## config.mk

```make
export PLATFORM = sky130hd
export DESIGN_NAME = i2c_arb_flat
export DESIGN_NICKNAME = d
export VERILOG_FILES = /design/src/rtl/i2c_arb_pkg.sv /design/src/rtl/i2c_arb_if.sv /design/src/rtl/i2c_arb_rr_pick.sv /design/src/rtl/i2c_arb.sv /design/src/flat_wrapper.sv
export SDC_FILE = /design/constraint.sdc
export NUM_CORES = 1
export LEC_CHECK = 0
export CAP_MARGIN = 40
export CORE_ASPECT_RATIO = 1.75
export CORE_MARGIN = 5
export CORE_UTILIZATION = 25
export DETAILED_ROUTE_END_ITERATION = 10
export GPL_TIMING_DRIVEN = 0
export SLEW_MARGIN = 10
export SYNTH_ARGS = -nofsm -noshare
export SYNTH_HDL_FRONTEND = slang
export SYNTH_SLANG_ARGS = --single-unit
export TNS_END_PERCENT = 100
```

## constraint.sdc

```tcl
create_clock -name clk -period 1.4 [get_ports clk]
set_input_delay 0.21 -clock clk [delete_from_list [all_inputs] [get_ports clk]]
set_output_delay 0.21 -clock clk [all_outputs]
set_load 0.01 [all_outputs]
```

## src/rtl/i2c_arb_pkg.sv

```systemverilog
// Shared i2c definitions: engine command codes, arbiter state encodings and a grant helper.
package i2c_arb_pkg;

    localparam logic [2:0] CMD_START   = 3'd0;
    localparam logic [2:0] CMD_WRITE   = 3'd1;
    localparam logic [2:0] CMD_READ    = 3'd2;
    localparam logic [2:0] CMD_STOP    = 3'd3;
    localparam logic [2:0] CMD_RESTART = 3'd4;

    localparam logic [2:0] ST_IDLE       = 3'd0;
    localparam logic [2:0] ST_GRANTED    = 3'd1;
    localparam logic [2:0] ST_BUSY       = 3'd2;
    localparam logic [2:0] ST_FORCE_STOP = 3'd3;
    localparam logic [2:0] ST_RELEASE    = 3'd4;

    function automatic logic [1:0] onehot2(input logic sel);
        return sel ? 2'b10 : 2'b01;
    endfunction

endpackage

```

## src/rtl/i2c_arb_if.sv

```systemverilog
// Requester and byte-engine signal bundle for the two-way i2c arbiter.
interface i2c_arb_if;
    logic [1:0] req;
    logic [1:0] valid;
    logic [5:0] cmd_in;
    logic [15:0] data_in;
    logic [1:0] gnt;
    logic [1:0] accept;
    logic [1:0] done;
    logic [7:0] rdata;
    logic       rack;
    logic       timeout;
    logic       eng_write;
    logic [2:0] eng_cmd;
    logic [7:0] eng_data;
    logic       eng_ready;
    logic [7:0] eng_data_out;
    logic       eng_ack;
    logic       eng_done_tick;

    modport slave (
        input  req, valid, cmd_in, data_in, eng_ready, eng_data_out, eng_ack, eng_done_tick,
        output gnt, accept, done, rdata, rack, timeout, eng_write, eng_cmd, eng_data
    );

    modport master (
        output req, valid, cmd_in, data_in, eng_ready, eng_data_out, eng_ack, eng_done_tick,
        input  gnt, accept, done, rdata, rack, timeout, eng_write, eng_cmd, eng_data
    );
endinterface

```

## src/rtl/i2c_arb_rr_pick.sv

```systemverilog
// Two-way round-robin select: on a tie the requester not served last wins.
module i2c_rr_pick (
    input  logic [1:0] req,
    input  logic       last,
    output logic       pick
);
    assign pick = (req[0] && req[1]) ? ~last : ~req[0];
endmodule

```

## src/rtl/i2c_arb.sv

```systemverilog
// Two-requester arbiter in front of an i2c byte engine.
// Optional idle-grant watchdog enabled by defining I2C_ARB_TIMEOUT_EN.
module i2c_arb
    import i2c_arb_pkg::*;
#(
    parameter logic [15:0] TIMEOUT_CYCLES = 16'd50000
) (
    input  logic       clk,
    input  logic       reset,
    i2c_arb_if.slave   bus
);
    logic [2:0] state_reg;
    logic       owner_reg;
    logic       last_reg;
    logic       beat_stop_reg;
    logic       stop_sent_reg;
    logic [1:0] gnt_reg;
    logic [1:0] accept_reg;
    logic [1:0] done_reg;
    logic       eng_write_reg;
    logic [2:0] eng_cmd_reg;
    logic [7:0] eng_data_reg;
    logic [7:0] rdata_reg;
    logic       rack_reg;
    logic       pick;
    logic       accept_now;
    logic       req_drop;
    logic       timeout_hit;
    logic [2:0] cmd_arr  [2];
    logic [7:0] data_arr [2];

    genvar gi;
    generate
        for (gi = 0; gi < 2; gi++) begin : g_unpack
            assign cmd_arr[gi]  = bus.cmd_in[gi*3 +: 3];
            assign data_arr[gi] = bus.data_in[gi*8 +: 8];
        end
    endgenerate

    i2c_rr_pick u_pick (
        .req  (bus.req),
        .last (last_reg),
        .pick (pick)
    );

    assign accept_now = bus.valid[owner_reg] && bus.eng_ready;
    assign req_drop   = !bus.req[owner_reg];

`ifdef I2C_ARB_TIMEOUT_EN
    logic [15:0] to_cnt_reg;
    logic        timeout_reg;

    assign timeout_hit = (state_reg == ST_GRANTED) && !req_drop && !accept_now &&
                         (to_cnt_reg == TIMEOUT_CYCLES - 16'd1);

    always_ff @(posedge clk) begin
        if (reset || state_reg != ST_GRANTED || accept_now) begin
            to_cnt_reg <= 16'd0;
        end else begin
            to_cnt_reg <= to_cnt_reg + 16'd1;
        end
        timeout_reg <= !reset && timeout_hit;
    end

    assign bus.timeout = timeout_reg;
`else
    assign timeout_hit = 1'b0;
    // The limit only matters to the watchdog; referencing it keeps the parameter live.
    assign bus.timeout = 1'b0 & (TIMEOUT_CYCLES != 16'd0);
`endif

    always_ff @(posedge clk) begin
        if (reset) begin
            state_reg     <= ST_IDLE;
            owner_reg     <= 1'b0;
            last_reg      <= 1'b1;
            beat_stop_reg <= 1'b0;
            stop_sent_reg <= 1'b0;
            gnt_reg       <= 2'b00;
            accept_reg    <= 2'b00;
            done_reg      <= 2'b00;
            eng_write_reg <= 1'b0;
            eng_cmd_reg   <= 3'd0;
            eng_data_reg  <= 8'd0;
            rdata_reg     <= 8'd0;
            rack_reg      <= 1'b0;
        end else begin
            accept_reg    <= 2'b00;
            done_reg      <= 2'b00;
            eng_write_reg <= 1'b0;
            case (state_reg)
                ST_IDLE: begin
                    if (|bus.req) begin
                        owner_reg <= pick;
                        gnt_reg   <= onehot2(pick);
                        state_reg <= ST_GRANTED;
                    end
                end
                ST_GRANTED: begin
                    // A vanished owner takes precedence over any beat it still offers.
                    if (req_drop || timeout_hit) begin
                        stop_sent_reg <= 1'b0;
                        state_reg     <= ST_FORCE_STOP;
                    end else if (accept_now) begin
                        eng_cmd_reg   <= cmd_arr[owner_reg];
                        eng_data_reg  <= data_arr[owner_reg];
                        eng_write_reg <= 1'b1;
                        accept_reg    <= onehot2(owner_reg);
                        beat_stop_reg <= (cmd_arr[owner_reg] == CMD_STOP);
                        state_reg     <= ST_BUSY;
                    end
                end
                ST_BUSY: begin
                    if (bus.eng_done_tick) begin
                        done_reg  <= onehot2(owner_reg);
                        rdata_reg <= bus.eng_data_out;
                        rack_reg  <= bus.eng_ack;
                        state_reg <= beat_stop_reg ? ST_RELEASE : ST_GRANTED;
                    end
                end
                ST_FORCE_STOP: begin
                    if (!stop_sent_reg && bus.eng_ready) begin
                        eng_cmd_reg   <= CMD_STOP;
                        eng_data_reg  <= 8'd0;
                        eng_write_reg <= 1'b1;
                        stop_sent_reg <= 1'b1;
                    end else if (stop_sent_reg && bus.eng_done_tick) begin
                        state_reg <= ST_RELEASE;
                    end
                end
                ST_RELEASE: begin
                    gnt_reg   <= 2'b00;
                    last_reg  <= owner_reg;
                    state_reg <= ST_IDLE;
                end
                default: state_reg <= ST_IDLE;
            endcase
        end
    end

    assign bus.gnt       = gnt_reg;
    assign bus.accept    = accept_reg;
    assign bus.done      = done_reg;
    assign bus.rdata     = rdata_reg;
    assign bus.rack      = rack_reg;
    assign bus.eng_write = eng_write_reg;
    assign bus.eng_cmd   = eng_cmd_reg;
    assign bus.eng_data  = eng_data_reg;
endmodule

```

## src/flat_wrapper.sv

```systemverilog
// flat-port wrapper written by rule: the top's interface ports become plain ports
module i2c_arb_flat import i2c_arb_pkg::*;
#(
    parameter logic [15:0] TIMEOUT_CYCLES = 16'd50000
)
  (clk, reset, bus_req, bus_valid, bus_cmd_in, bus_data_in, bus_eng_ready, bus_eng_data_out, bus_eng_ack, bus_eng_done_tick, bus_gnt, bus_accept, bus_done, bus_rdata, bus_rack, bus_timeout, bus_eng_write, bus_eng_cmd, bus_eng_data);
  i2c_arb_if bus_i ();
  input  logic clk;
  input  logic reset;
  input wire logic [$bits(bus_i.req)-1:0] bus_req;
  input wire logic [$bits(bus_i.valid)-1:0] bus_valid;
  input wire logic [$bits(bus_i.cmd_in)-1:0] bus_cmd_in;
  input wire logic [$bits(bus_i.data_in)-1:0] bus_data_in;
  input wire logic [$bits(bus_i.eng_ready)-1:0] bus_eng_ready;
  input wire logic [$bits(bus_i.eng_data_out)-1:0] bus_eng_data_out;
  input wire logic [$bits(bus_i.eng_ack)-1:0] bus_eng_ack;
  input wire logic [$bits(bus_i.eng_done_tick)-1:0] bus_eng_done_tick;
  output wire logic [$bits(bus_i.gnt)-1:0] bus_gnt;
  output wire logic [$bits(bus_i.accept)-1:0] bus_accept;
  output wire logic [$bits(bus_i.done)-1:0] bus_done;
  output wire logic [$bits(bus_i.rdata)-1:0] bus_rdata;
  output wire logic [$bits(bus_i.rack)-1:0] bus_rack;
  output wire logic [$bits(bus_i.timeout)-1:0] bus_timeout;
  output wire logic [$bits(bus_i.eng_write)-1:0] bus_eng_write;
  output wire logic [$bits(bus_i.eng_cmd)-1:0] bus_eng_cmd;
  output wire logic [$bits(bus_i.eng_data)-1:0] bus_eng_data;
  assign bus_i.req = bus_req;
  assign bus_i.valid = bus_valid;
  assign bus_i.cmd_in = bus_cmd_in;
  assign bus_i.data_in = bus_data_in;
  assign bus_i.eng_ready = bus_eng_ready;
  assign bus_i.eng_data_out = bus_eng_data_out;
  assign bus_i.eng_ack = bus_eng_ack;
  assign bus_i.eng_done_tick = bus_eng_done_tick;
  assign bus_gnt = bus_i.gnt;
  assign bus_accept = bus_i.accept;
  assign bus_done = bus_i.done;
  assign bus_rdata = bus_i.rdata;
  assign bus_rack = bus_i.rack;
  assign bus_timeout = bus_i.timeout;
  assign bus_eng_write = bus_i.eng_write;
  assign bus_eng_cmd = bus_i.eng_cmd;
  assign bus_eng_data = bus_i.eng_data;
  i2c_arb #(.TIMEOUT_CYCLES(TIMEOUT_CYCLES)) u_core (.clk(clk), .reset(reset), .bus(bus_i));
endmodule
```

==> results of run 1 <==
## through the flow
stage / setup slack (ns) / utilization / cell area (um2)
2_1_floorplan: 0.04263 / - / 1538
5_1_grt: -0.1647 / 0.4272 / 2531
4_1_cts: -0.06305 / 0.4128 / 2446
6_report: -0.06471 / 0.4272 / 2531
3_5_place_dp: -0.4591 / 0.3841 / 2276
3_3_place_gp: -0.4491 / 0.3841 / 2276
## power groups by stage
stage	Combinational (mW)	Sequential [mW]	Clock, mW
final	0.559	1.04	1.12
after detailed placement	0.535	1.06	0
after global placement	0.532	1.06	0
after CTS	0.553	1.04	1.15
after floorplan	0.270	1.08	0
after global routing	0.616	1.05	1.19
## what timing repair did
item                       CTS  global route
cloned                       1             1
resized for setup           13            26
buffers inserted             3             0
setup endpoints to repair   31            42
hold buffers                 0             0
pin swaps                    2             4
## worst max-delay path, delay by kind of cell
| kind | cells | cell delay [ns] |
|---|---|---|
| compound gates | 2 | 0.46 |
| buf+inv | 2 | 0.70 |
| simple gates | 2 | 0.24 |
## how the worst max path moves through the flow
stage | depth (start not counted) | startpoint | endpoint | slack, ns
global placement | 6 | bus_req[0] | u_core.bus.eng_data[0]$_SDFFE_PP0P_ | -0.45
CTS | 5 | u_core.owner_reg$_SDFFE_PP0P_ | u_core.bus.eng_data[3]$_SDFFE_PP0P_ | -0.06
finish | 6 | bus_eng_ready | u_core.bus.eng_data[6]$_SDFFE_PP0P_ | -0.06
global route | 5 | bus_eng_ready | u_core.beat_stop_reg$_SDFFE_PP0P_ | -0.16
detailed placement | 6 | bus_req[1] | u_core.bus.eng_data[4]$_SDFFE_PP0P_ | -0.46
floorplan | 5 | u_core.owner_reg$_SDFFE_PP0P_ | u_core.bus.eng_cmd[1]$_SDFFE_PP0P_ | 0.04
## cell usage after synthesis, types with 3 or more instances
cell type / count / area (um2)
dfxtp_1: 34 / 680.7
nand2_1: 21 / 78.83
a21oi_1: 18 / 90.09
nand3b_1: 12 / 90.09
mux2i_1: 11 / 110.1
o31ai_1: 10 / 75.07
clkbuf_1: 6 / 22.52
buf_2: 5 / 25.02
inv_1: 5 / 18.77
nand2b_1: 4 / 25.02
nor2_1: 4 / 15.01
o21ai_0: 4 / 20.02
a221oi_2: 3 / 45.04
nor3_1: 3 / 15.01
nor3b_1: 3 / 22.52
## metal layers
| layer | up-vias | track usage | wire length (um) |
|---|---|---|---|
| met2 | 44 | 0.2175 | 2403 |
| met3 | 5 | 0.03263 | 255 |
| li1 | 749 | - | - |
| met5 | - | 0 | 0 |
| met4 | 0 | 0.04694 | 74 |
| met1 | 695 | 0.1246 | 1815 |
## cells by family after synthesis
kind of cell           count (synthesis)  share of synthesized area
and+or+nand+nor                       58                     0.2124
AOI/OAI and AO/OA                     45                     0.2059
DFF                                   34                     0.4426
buffers and inverters                 20                    0.06509
muxes                                 11                    0.07161
other                                  1                   0.002439
## final cells by class
class	count	area, um2
Fill cell	640	3395
Multi-Input combinational cell	115	795.8
Timing Repair Buffer	69	703.2
Sequential cell	34	681.9
Tap cell	78	97.59
Buffer	14	91.34
Clock buffer	6	82.58
Clock inverter	2	60.06
Inverter	5	18.77
==> results, run 1 <==
- The flow ran to the end, but the final reports show violations.
- The checks that failed: setup timing.
- Setup violations remaining at the end of the flow were counted as 11.
- The post-synth net total is between 200 and 250.
- The post-synthesis to final-layout area growth is 64.61%.
- Setup repair after global routing could not meet its margin everywhere.
- Of the available clock period, the critical path in the final layout requires 1.046.
- Along the worst path, the maximum fanout reaches 5.
- The floorplan step set the die width to between 60 and 70 um.
- The maximum operating frequency is 682.7 MHz.
- Across the routed clock network, the largest skew measured is about 0.007 ns.
- The HPWL after detailed placement is around 3300 um.
- The fraction of final layout cells with drive strength greater than 1 is 0.1551.
- The share of the Yosys chip area taken by registers is 0.4426.
- After the first detailed-routing iteration, the DRC count stood at 23.
- The required arrival time at the worst endpoint is roughly 1.6 ns.
- For the worst flop-to-flop path, the logic depth is 5.
- The slowest stage of the critical path belongs to the cell clkdlybuf4s50_1.
- The total detailed-routing wirelength is ~4500 um.
- The smallest clock period supported by the final layout is computed as 1.465 ns.
- The actual slew at the worst max-slew pin is ~0.55 ns.
- For this run, design rule violations remaining after detail routing come to 0.
- The total leakage power is ~1.1 nW.
- The switching fraction of total power is 0.2386.
- The final number of max-transition violations is 0.
- After detailed placement, the design holds a cell count of ~310.
- The die area is between 0.007 and 0.008 mm2.
- The via count of the first global-routing pass is 1559.
- The clock tree synthesis step divided the H-tree into 2 levels.
- The warning count from the yosys run is 0.
- Clock latency on the worst-skew pair, taken at its later pin, is approximately 0.28 ns.
- In this run, synthesis inferred 0 flip-flops with an integrated enable.
- The routed length per placed instance is around 14 um.
- Of the total power, registers draw 0.383.
- The critical path is of the input port to flip-flop type.
- A synthesized cell averages just over 9 um2.
- The highest cell delay on the worst timing path is 0.51 ns.
- The worst supply voltage drop on vdd is 0.0004907 V.
- TritonCTS built the clock tree.
- The buffer type at the clock tree root is clkbuf_8.
- The endpoint identified for the worst register-to-register timing path is u_core.bus.eng_data[6]$_SDFFE_PP0P_.
- Measured against its own limit, the worst slew margin works out to 0.6358.
- Buffers inserted during clock tree synthesis total 5.
- STA classifies the critical path endpoint as a flip-flop.
- Summing every instance area after synthesis gives approximately 0.0015 mm2.
- The relative contribution of combinational cells to total power is 0.206.
- The power share of the clock group is 0.411.
- The starting density of the core is 0.2595.
- The initial antenna violation count is 0.
- The count of nets left with antenna violations once routing finished came out at 0.
- The floorplan die height is 113.8 um.
- The type of the most critical hold path is input port to flip-flop.
- The number of antenna diodes is 0.
- After the flow finishes, the layout carries non-filler instances totaling approximately 320.
- The routability congestion estimate from global placement is approximately 0.77.
- The final total negative setup slack is -0.4645 ns.
- The setup slack of the most critical reg-to-reg path is -0.06 ns.
- The cell count after synthesis came out at 169.
- Counting flops and latches in the post-synthesis netlist gives 34.
- The critical path goes through clkdlybuf4s50_1 > nand3b_1 > a311o_2 > buf_2 > nand3b_1 > o31ai_2.
- Pin placement for this block handled 67 I/O pins.
- The cell that appears most often on the critical path is nand3b_1.
- The core area is 0.005926 mm2.
- After synthesis, the share of flip-flops with an asynchronous set or reset is 0.
- Port buffering added 64 buffers.
- The startpoint of the lowest-slack register-to-register path is u_core.owner_reg$_SDFFE_PP0P_.
- The count of cells along the worst hold path is 2.
- The most used flip-flop cell after synthesis is dfxtp_1.
- The sort of element at the start of the critical path is an input port.
- Using the TritonRoute via totals, the vias-per-cell ratio works out to approximately 4.6.
- The first global-routing pass estimated ~7500 um of wire.
- The number of different library cells used by synthesis comes to 35.
- The row count is 37.
- Entering global routing, the biggest net connects 12 pins.
- After clock tree synthesis, the clock-pin slew on the worst setup and hold paths is around 0.070 ns.
- Hold is met by 0.3344 ns.
- The total power consumption of the routed design is ~2.7 mW.
- The final-report hold violation count was 0.
- The clock passes through at most 2 buffers.
- The final layout contains about 280 nets.
- The net load switching power is 0.6484 mW.
- The total clock sinks is 34.
- The hold path startpoint is reset.
- The power density relative to cell area is 1074 mW/mm2.
- In the post-route analysis, the smallest setup slack over all paths is -0.06471 ns.
- The data arrival time at the worst-slack endpoint is about 1.6 ns.
- The reported max-cap violation count is 0.
- The first detailed-routing pass ran for 4 iterations.
- For hold timing, the worst endpoint is u_core.state_reg[2]$_SDFFE_PP0P_.
- The most common library cell in the layout ignoring fill and taps is clkdlybuf4s50_1.
- For this run, the total global-route usage over all layers was measured as 0.1178.
- The routed layout has about 1500 vias.
- The cell internal power dissipation is 2.069 mW.
- The library cells used most frequently in the layout, excluding fill and tap cells, are 44 x clkdlybuf4s50_1, 33 x dfxtp_1, 21 x nand2_1.
- Global routing finished with a remaining overflow of 0.
(Power assumes the default switching activity.)
==> inputs of run 2 (changes only) <==
Settings changed: DONT_BUFFER_PORTS set to 1.
==> results, run 2 (synthesis results as in run 1) <==
- The power share of the clock group is 0.429 (was 0.411).
- The final setup skew is 0.003993 ns (was 0.006941 ns).
- The final number of max-transition violations is 0 (unchanged).
- The starting density of the core was 0.2595 (unchanged).
- The endpoint type of the worst setup path is a flip-flop (unchanged).
- The routed length per placed instance is 16.83 um (was 14.08 um).
- The type of the most critical hold path is input port to flip-flop (unchanged).
- The post-route worst hold slack came to 0.04167 ns (was 0.3344 ns).
- The highest cell delay on the worst timing path came to 0.41 ns (was 0.51 ns).
- The post-route non-filler standard cell count was 263 (was 323).
- The worst supply voltage drop on vdd was 0.0004070 V (was 0.0004907 V).
- The CTS H-tree depth came to 2 (unchanged).
- The count of vias placed by the detailed router is 1288 (was 1493).
- The part of the cycle the worst path needs is 1.024 (was 1.046).
- The actual slew at the worst max-slew pin was 0.5736 ns (was 0.5463 ns).
- The sort of element at the start of the critical path is a flip-flop (was input port).
- The quantity of hold-fixing buffers added after cts is 0 (unchanged).
- The TritonCTS clock tree is done (unchanged).
- The total leakage power is 0.6715 nW (was 1.147 nW).
- The required arrival time at the worst endpoint is 1.61 ns (was 1.56 ns).
- The total detailed-routing wirelength is 4425 um (was 4548 um).
- The data arrival time at the worst-slack endpoint is 1.65 ns (was 1.62 ns).
- The total global-route track usage was 0.1084 (was 0.1178).
- The final-report hold violation count was 0 (unchanged).
- The remaining global-route overflow came to 0 (unchanged).
- The largest net degree at the start of global routing came to 13 (was 12).
- The post-layout minimum cycle time came to 1.433 ns (was 1.465 ns).
- The row count is 37 (unchanged).
- The final-stage net count is 223 (was 283).
- The horizontal die dimension was 69.29 um (unchanged).
- The post-route cell area is 0.001911 mm2 (was 0.002531 mm2).
- The switching fraction of total power is 0.2611 (was 0.2386).
- The critical path start-end classification is flip-flop to flip-flop (was input port to flip-flop).
- The cell area after placement is 0.001635 mm2 (was 0.002276 mm2).
- The half-perimeter wire length of the detailed placement result came to 3064 um (was 3297 um).
- The power density relative to cell area was 1364 mW/mm2 (was 1074 mW/mm2).
- The number of antenna diodes came to 0 (unchanged).
- The TritonCTS buffer count came to 5 (unchanged).
- Most frequent cells in the layout: 31 x dfxtp_1, 21 x nand2_1, 18 x a21oi_1 (was 44 x clkdlybuf4s50_1, 33 x dfxtp_1, 21 x nand2_1).
- The total power consumption of the routed design came to 2.607 mW (was 2.718 mW).
- The clock slew seen by the registers of the worst setup and hold paths is 0.08 ns (was 0.07 ns).
- The top fanout value on the critical path is 5 (unchanged).
- The final number of setup-violating endpoints is 5 (was 11).
- The total of fill cells in the finished design is 657 (was 640).
- The pre-CTS worst setup slack is -0.2187 ns (was -0.4591 ns).
- The length of the first detailed-routing pass in iterations is 4 (unchanged).
- The number of design-rule violations left by the first detailed-router iteration is 32 (was 23).
- The routability congestion estimate from global placement is 0.7272 (was 0.7675).
- The sequential cell fraction of total power is 0.409 (was 0.383).
- The worst-case headroom to the max-slew limit came to 0.6176 (was 0.6358).
- The quantity of I/O buffers inserted on ports came to 0 (was 64).
- The clock latency on the worst-skew pair is 0.29 ns (was 0.28 ns).
- Outcome: complete, but fails checks (unchanged).
- The buffer type at the clock tree root is clkbuf_8 (unchanged).
- Worst path cell trace: nand3b_1 > a311o_2 > buf_6 > a221oi_2 (was clkdlybuf4s50_1 > nand3b_1 > a311o_2 > buf_2 > nand3b_1 > o31ai_2).
- The net load switching power is 0.6807 mW (was 0.6484 mW).
- The most common library cell in the layout ignoring fill and taps is dfxtp_1 (was clkdlybuf4s50_1).
- The floorplan die height came to 113.8 um (unchanged).
- The routing usage on met1 was 0.1088 (was 0.1246).
- The detailed-route vias per instance is 4.897 (was 4.622).
- The number of ports placed on the die boundary is 67 (unchanged).
- The routing usage on met3 is 0.03704 (was 0.03263).
- The post-synthesis to final-layout area growth was 24.25% (was 64.61%).
- The count of placed standard cells including taps is 247 (was 311).
- The die area came to 0.007881 mm2 (unchanged).
- The via count of the first global-routing pass is 1278 (was 1559).
- The number of design rule violations left after detail routing was 0 (unchanged).
- The relative contribution of combinational cells to total power is 0.162 (was 0.206).
- The cell internal power dissipation is 1.926 mW (was 2.069 mW).
- The maximum operating frequency was 697.7 MHz (was 682.7 MHz).
- The final worst slack was -0.03321 ns (was -0.06471 ns).
- Failing checks: setup timing (unchanged).
- The total clock sinks came to 34 (unchanged).
- The busiest metal layer after global routing is met2 (unchanged).
- The critical path's slowest cell is a311o_2 (was clkdlybuf4s50_1).
- The final total negative setup slack is -0.08084 ns (was -0.4645 ns).
- The reported max-cap violation count was 0 (unchanged).
- The initial antenna violation count came to 0 (unchanged).
- The global-route wire length before repair came to 6644 um (was 7465 um).
- RSZ-0062 raised after global routing: true (unchanged).
- The core area is 0.005926 mm2 (unchanged).
- The utilization after layout came to 0.3224 (was 0.4272).
- The buffer depth of the longest clock path is 2 (unchanged).
- The fraction of final layout cells with drive strength greater than 1 is 0.2432 (was 0.1551).
- The met2 usage in global routing is 0.2022 (was 0.2175).
- The number of routed nets with antenna violations is 0 (unchanged).
[run 2: cell types whose count changed in the layout (fill, tap and decap cells not counted), moves of 3 or more]
cell,delta
o31ai_2,-4
clkdlybuf4s50_1,-44
buf_4,+3
dlymetal6s2s_1,-13
o31ai_1,+3
dlygate4sd2_1,-7
[run 2: path summary, 6_finish.rpt]
path / start / endpoint / cells after the start / slack (ns)
hold reg to reg: u_core.bus.rdata[2]$_SDFFE_PP0P_ / u_core.bus.rdata[2]$_SDFFE_PP0P_ / 2 / 0.50
setup reg to reg: u_core.state_reg[2]$_SDFFE_PP0P_ / u_core.bus.eng_cmd[1]$_SDFFE_PP0P_ / 4 / -0.03
setup / recovery: u_core.state_reg[2]$_SDFFE_PP0P_ / u_core.bus.eng_cmd[1]$_SDFFE_PP0P_ / 4 / -0.03
hold / removal: bus_eng_data_out[7] / u_core.bus.rdata[7]$_SDFFE_PP0P_ / 2 / 0.04
[run 2: worst max-delay path: cells and delay by family, from the launching register on]
family | cells | cell delay (ns)
flip-flops | 1 | 0.33
buffers and inverters | 1 | 0.16
AND/OR/NAND/NOR | 1 | 0.21
AO/OA/AOI/OAI | 2 | 0.65
[run 2: area by class of cell]
class / instances / area [um2] / share of cell area
Multi-Input combinational cell: 115 / 803.3 / 0.4204
Sequential cell: 34 / 684.4 / 0.3582
Buffer: 14 / 100.1 / 0.05239
Tap cell: 78 / 97.59 / 0.05108
Clock buffer: 5 / 68.82 / 0.03602
Clock inverter: 3 / 68.82 / 0.03602
Timing Repair Buffer: 9 / 68.82 / 0.03602
Inverter: 5 / 18.77 / 0.009823
[run 2: metal layers]
layer	vias to the layer above	routed length (um)
met3	9	321
met4	0	86
met5	-	0
li1	626	-
met1	594	1671
met2	59	2346
[run 2: power by group through the flow]
stage	combinational, mW	sequential, mW	clock [mW]
after CTS	0.374	1.07	1.14
after floorplan	0.270	1.08	0
after detailed placement	0.344	1.09	0
after global placement	0.338	1.09	0
final	0.421	1.07	1.12
after global routing	0.462	1.07	1.20
[run 2: timing repair]
action	4_1_cts	5_1_grt
setup buffers	4	3
cloned	0	2
gates resized for setup	9	19
endpoints found under the setup margin	27	25
pin swaps	1	3
